[config.mk]
export PLATFORM = sky130hd
export DESIGN_NAME = fetch_hazard_ctrl
export DESIGN_NICKNAME = d
export VERILOG_FILES = /design/src/rtl/fetch_ctrl_pkg.sv /design/src/rtl/sat_counter.sv /design/src/rtl/fetch_hazard_ctrl.sv
export SDC_FILE = /design/constraint.sdc
export NUM_CORES = 1
export LEC_CHECK = 0
export ABC_CLOCK_PERIOD_IN_PS = 2100
export CORE_ASPECT_RATIO = 0.8
export CORE_UTILIZATION = 42
export DETAILED_ROUTE_END_ITERATION = 10
export PLACE_DENSITY = 0.7
export SLEW_MARGIN = 20
export SYNTH_ARGS = -nofsm -noshare
export SYNTH_HDL_FRONTEND = slang
export SYNTH_SLANG_ARGS = --single-unit
[constraint.sdc]
create_clock -name clk -period 2.1 [get_ports clk]
set_clock_uncertainty 0.1 [all_clocks]
set_input_delay 0.63 -clock clk [delete_from_list [all_inputs] [get_ports clk]]
set_output_delay 0.63 -clock clk [all_outputs]
set_load 0.01 [all_outputs]
[src/rtl/fetch_ctrl_pkg.sv]
// fetch_ctrl_pkg
// Shared types and constants for the fetch-stage hazard controller.
//   fetch_state_t  : refill FSM state (RUN, REFILL, DRAIN), 2-bit encoding
//   CNT_W_DEFAULT  : default width of the saturating performance counters
package fetch_ctrl_pkg;

  localparam int CNT_W_DEFAULT = 16;

  typedef enum logic [1:0] {
    RUN    = 2'd0,
    REFILL = 2'd1,
    DRAIN  = 2'd2
  } fetch_state_t;

endpackage

[src/rtl/sat_counter.sv]
// sat_counter
// Up-counter that sticks at its all-ones value instead of wrapping.
// Ports:
//   clk   : clock, rising edge
//   rst   : synchronous active-high reset, clears the count
//   inc   : add one this cycle (ignored once saturated)
//   count : current count value
module sat_counter #(
  parameter int W = 16
) (
  input  logic         clk,
  input  logic         rst,
  input  logic         inc,
  output logic [W-1:0] count
);

  logic [W-1:0] count_d;
  logic [W-1:0] count_q;

  always_comb begin
    count_d = count_q;
    if (inc && (count_q != {W{1'b1}})) begin
      count_d = count_q + W'(1);
    end
  end

  always_ff @(posedge clk) begin
    if (rst) begin
      count_q <= '0;
    end else begin
      count_q <= count_d;
    end
  end

  assign count = count_q;

endmodule

[src/rtl/fetch_hazard_ctrl.sv]
// fetch_hazard_ctrl
// Sequences the PC register and the F/D/E pipeline registers, arbitrating
// between data-memory stalls, E-stage redirects, load-use hazards and
// instruction-cache misses, and runs the refill handshake FSM.
// Ports:
//   clk, rst       : clock (rising edge), synchronous active-high reset
//   icache_hitF    : F-stage fetch hit (0 = miss)
//   refill_ack     : one-cycle pulse, refill line written
//   load_use_hazD  : D instruction depends on a load in E
//   redirectE      : taken branch / JALR in E
//   dmem_stallM    : data memory busy, freezes F..M
//   pc_en          : PC register enable
//   stallD/stallE  : hold F/D, D/E registers
//   flushD/flushE  : clear F/D, D/E registers to a bubble
//   refill_req     : registered level request to the refill engine
//   miss_cycles    : saturating count of cycles spent in REFILL or DRAIN
//   redirect_cnt   : saturating count of accepted redirects
module fetch_hazard_ctrl
  import fetch_ctrl_pkg::*;
#(
  parameter int CNT_W = CNT_W_DEFAULT
) (
  input  logic             clk,
  input  logic             rst,
  input  logic             icache_hitF,
  input  logic             refill_ack,
  input  logic             load_use_hazD,
  input  logic             redirectE,
  input  logic             dmem_stallM,
  output logic             pc_en,
  output logic             stallD,
  output logic             stallE,
  output logic             flushD,
  output logic             flushE,
  output logic             refill_req,
  output logic [CNT_W-1:0] miss_cycles,
  output logic [CNT_W-1:0] redirect_cnt
);

  fetch_state_t state_d;
  fetch_state_t state_q;
  logic         refill_req_d;
  logic         refill_req_q;
  logic         redirect_taken;
  logic         miss_active;

  // Control outputs are combinational from the registered state so that a
  // hazard takes effect in the same cycle it is presented.
  always_comb begin
    state_d        = state_q;
    pc_en          = 1'b1;
    stallD         = 1'b0;
    stallE         = 1'b0;
    flushD         = 1'b0;
    flushE         = 1'b0;
    redirect_taken = 1'b0;

    if (rst) begin
      state_d = RUN;
      pc_en   = 1'b0;
      flushD  = 1'b1;
      flushE  = 1'b1;
    end else if (dmem_stallM) begin
      // Whole front end frozen; a pending redirect stays in E and is
      // taken once the memory releases.
      pc_en  = 1'b0;
      stallD = 1'b1;
      stallE = 1'b1;
    end else begin
      unique case (state_q)
        RUN: begin
          if (redirectE) begin
            flushD         = 1'b1;
            flushE         = 1'b1;
            redirect_taken = 1'b1;
          end else if (load_use_hazD) begin
            // Load-use beats a simultaneous miss; the miss is seen again
            // next cycle because the PC does not advance.
            pc_en  = 1'b0;
            stallD = 1'b1;
            flushE = 1'b1;
          end else if (!icache_hitF) begin
            pc_en   = 1'b0;
            flushD  = 1'b1;
            state_d = REFILL;
          end
        end
        REFILL: begin
          if (redirectE) begin
            // PC already moves to the target, but the stale line is still
            // being written, so wait for its ack in DRAIN.
            flushD         = 1'b1;
            flushE         = 1'b1;
            redirect_taken = 1'b1;
            state_d        = refill_ack ? RUN : DRAIN;
          end else begin
            pc_en  = 1'b0;
            flushD = 1'b1;
            if (refill_ack) begin
              state_d = RUN;
            end
          end
        end
        DRAIN: begin
          pc_en  = 1'b0;
          flushD = 1'b1;
          if (refill_ack) begin
            state_d = RUN;
          end
        end
        default: begin
          state_d = RUN;
        end
      endcase
    end
  end

  // Request follows the next state: rises on entry to REFILL and drops the
  // cycle after the ack returns the FSM to RUN.
  always_comb begin
    refill_req_d = (state_d != RUN);
  end

  always_ff @(posedge clk) begin
    if (rst) begin
      state_q      <= RUN;
      refill_req_q <= 1'b0;
    end else begin
      state_q      <= state_d;
      refill_req_q <= refill_req_d;
    end
  end

  assign refill_req  = refill_req_q;
  assign miss_active = (state_q == REFILL) || (state_q == DRAIN);

  sat_counter #(.W(CNT_W)) u_miss_cnt (
    .clk   (clk),
    .rst   (rst),
    .inc   (miss_active),
    .count (miss_cycles)
  );

  sat_counter #(.W(CNT_W)) u_redirect_cnt (
    .clk   (clk),
    .rst   (rst),
    .inc   (redirect_taken),
    .count (redirect_cnt)
  );

endmodule

==> results.sh <==
export IMPL_synth_cell_area_um2=1940
export IMPL_combPwrFrac=0.091
export IMPL_grt_pass1_wl_mm=8.03
export IMPL_cp_common_cell="inv_2"
export IMPL_crit_slowest_cell="or3_1"
export IMPL_avgSynthCellArea_um2=8.40
export IMPL_start_util=0.450
export IMPL_yosysTopAreaCell="dfxtp_1"
export IMPL_r2r_slack_ns=0.13
export IMPL_cts_tree="yes"
export IMPL_p_leak_nw=1.02
export IMPL_hold_buffers=0
export IMPL_sw_frac_of_total=0.220
export IMPL_dpl_instance_area_um2=2590
export IMPL_grt_use_met2=0.299
export IMPL_synth_nets=245
export IMPL_postLayoutCoreUtil=0.652
export IMPL_ant_nets=0
export IMPL_rr_endpoint="u_miss_cnt.count[15]$_SDFFE_PP0P_"
export IMPL_fillerInstances=370
export IMPL_met1_usage=0.297
export IMPL_fin_nets=316
export IMPL_grt_use_total=0.205
export IMPL_clk_pin_slew_ns=0.07
export IMPL_ir_drop_v=0.000293
export IMPL_instances_no_fill=360
export IMPL_fin_area_um2=2810
export IMPL_first_pass_iters=4
export IMPL_clock_root_buffer="clkbuf_8"
export IMPL_antenna_found_initial=0
export IMPL_ys_seq_elements=35
export IMPL_ys_top_cells_by_area="dfxtp_1, xnor2_1, nor2_1"
export IMPL_grt_start_max_net_pins=24
export IMPL_clock_path_buffers=2
export IMPL_hold_path_class="reg2reg"
export IMPL_startpoint_type="flip-flop"
export IMPL_globalRouteOverflowTotal=0
export IMPL_setup_violations=4
export IMPL_clock_power_share=0.441
export IMPL_fin_ws_ns=-0.104
export IMPL_clkLatencyLatePin_ns=0.29
export IMPL_wl_per_cell_um=13.7
export IMPL_portBuffers=44
export IMPL_min_path_cells=2
export IMPL_async_flop_share=0
export IMPL_power_density_nw_per_um2=510
export IMPL_ys_types=40
export IMPL_rsz0062_at_grt="true"
export IMPL_pwr_share_seq=0.468
export IMPL_drive_above_1_share=0.257
export IMPL_die_h_um=62.8
export IMPL_area_growth_pct=44.7
export IMPL_met3_usage=0.0511
export IMPL_worst_pin_slew_ns=0.413
export IMPL_cpPeakStageDelay_ns=0.33
export IMPL_timing_final_crit_share=1.05
export IMPL_wl_mm=4.93
export IMPL_crit_path_end_kind="output port"
export IMPL_min_from="u_redirect_cnt.count[1]$_SDFFE_PP0P_"
export IMPL_finalHoldViolCount=0
export IMPL_drv_cap=0
export IMPL_vias_per_cell=5.19
export IMPL_cp_required_ns=1.37
export IMPL_maxSlewViolCount=0
export IMPL_core_area_um2=4310
export IMPL_path_class="reg2out"
export IMPL_dp_hpwl_mm=3.42
export IMPL_rows=21
export IMPL_crit_fanout=2
export IMPL_grt_pass1_vias=1710
export IMPL_vias=1867
export IMPL_numCtsBuffers=5
export IMPL_die_width_um=78.0
export IMPL_synth_common_cells="nor2_1, dfxtp_1, xnor2_1, nand3_1"
export IMPL_synth_edff_count=0
export IMPL_worstRegToRegCells=8
export IMPL_synth_top_area_share=0.361
export IMPL_max_freq_ghz=0.454
export IMPL_grt_busiest_layer="met2"
export IMPL_yosysSeqAreaShare=0.361
export IMPL_gp_congestion=0.859
export IMPL_hold_ws_ns=0.425
export IMPL_min_to="u_redirect_cnt.count[1]$_SDFFE_PP0P_"
export IMPL_p_sw_w=0.000315
export IMPL_dpl_cell_count=347
export IMPL_arrival_ns=1.47
export IMPL_synth_most_common_cell="nor2_1"
export IMPL_netlist_instances=231
export IMPL_die_area_um2=4900
export IMPL_num_io_pins=45
export IMPL_htreeDepth=2
export IMPL_critPathBufInv=3
export IMPL_yosysWarnings=0
export IMPL_crit_family="simple AND/OR/NAND/NOR gates"
export IMPL_p_int_w=0.00112
export IMPL_violations="negative setup slack"
export IMPL_drc=0
export IMPL_cts_sinks=35
export IMPL_status="finished, violations left"
export IMPL_fin_crit_ns=2.20
export IMPL_dr_first_iter_drc_count=90
export IMPL_reg2reg_from="state_q[0]$_SDFF_PP0_"
export IMPL_path_cells="inv_2 -> ha_4 -> inv_2 -> or3_1 -> a21oi_2 -> buf_2"
export IMPL_antenna_cells=0
export IMPL_slew_headroom=0.722
export IMPL_dp_slack_ns=-0.830
export IMPL_synth_main_ff_cell="dfxtp_1"
-- cells in the final DEF (no fill, tap or decap), types with 3 or more instances in the layout --
cell type        instances
nor2_1                  38
clkdlybuf4s50_1         34
dfxtp_1                 30
buf_4                   24
xnor2_1                 18
nand3_1                 12
nand2_1                 11
nor3_1                  11
inv_1                    8
buf_2                    7
nor4_1                   6
xor2_1                   6
clkbuf_8                 6
nand4_1                  5
nor4_2                   5
o21ai_0                  5
dfxtp_2                  5
and3_1                   4
buf_6                    4
inv_2                    3
a21oi_2                  3
o31ai_1                  3
a31oi_1                  3
nor3b_1                  3
a21oi_1                  3
or2_2                    3
o211ai_1                 3
o21bai_1                 3
ha_1                     3
-- logic make-up after synthesis --
| logic type | share of synthesized area |
|---|---|
| simple gates | 0.329 |
| flops | 0.361 |
| compound gates | 0.110 |
| xor+xnor | 0.108 |
| buf+inv | 0.0361 |
| fa+ha+maj | 0.0451 |
| mux | 0.0103 |
-- registers in the layout, indices dropped and copies added, names as in the netlist --
name and count:
refill_req 1, state_q 2, u_miss_cnt.count 16, u_redirect_cnt.count 16
-- power groups by stage --
stage,clock network [W],logic [W],registers [W]
5_1_grt,0.000677,0.000140,0.000671
4_1_cts,0.000639,0.000117,0.000671
3_3_place_gp,0,0.000115,0.000686
2_1_floorplan,0,0.0000471,0.000688
6_report,0.000631,0.000130,0.000671
3_5_place_dp,0,0.000116,0.000686
-- what timing repair did --
item,CTS,global route
pin swaps,7,4
buffers inserted,3,2
endpoints found under the hold margin,0,0
gates resized for setup,49,17
setup endpoints to repair,13,16
-- stage by stage --
stage	total power (W)	setup TNS (ns)
3_3_place_gp	0.000801	-7.52
6_report	0.00143	-0.297
4_1_cts	0.00143	-0.355
3_5_place_dp	0.000802	-8.11
2_1_floorplan	0.000735	0
5_1_grt	0.00149	-0.558
-- how the worst max path moves through the flow --
stage / from / to / depth (start not counted)
after detailed placement: load_use_hazD / flushD / 6
after global placement: load_use_hazD / stallD / 5
after global routing: state_q[1]$_SDFF_PP0_ / flushE / 7
after CTS: state_q[1]$_SDFF_PP0_ / flushE / 7
final: state_q[1]$_SDFF_PP0_ / stallD / 6
after floorplan: state_q[0]$_SDFF_PP0_ / pc_en / 6
-- routing by layer --
metal  vias up  share of wire
li1        959              -
met1       853           0.52
met2        51           0.41
met3         4          0.057
met4         0         0.0061
met5         -              0
-- worst register-to-register path, stage by stage (launching register included) --
cell and delay [ns]:
dfxtp_2 0.34, inv_2 0.05, ha_4 0.27, buf_4 0.15, inv_1 0.07, or3_4 0.40
nor4_2 0.30, xnor2_1 0.14, nor2_1 0.05
-- final cells by class --
type | count | area [µm²] | share of cell area
Clock buffer | 6 | 82.6 | 0.0294
Clock inverter | 2 | 35.0 | 0.0125
Inverter | 11 | 41.3 | 0.0147
Multi-Input combinational cell | 178 | 1250 | 0.444
Sequential cell | 35 | 707 | 0.252
Tap cell | 57 | 71.3 | 0.0254
Timing Repair Buffer | 71 | 623 | 0.222
Power figures use the tool's default switching activity.
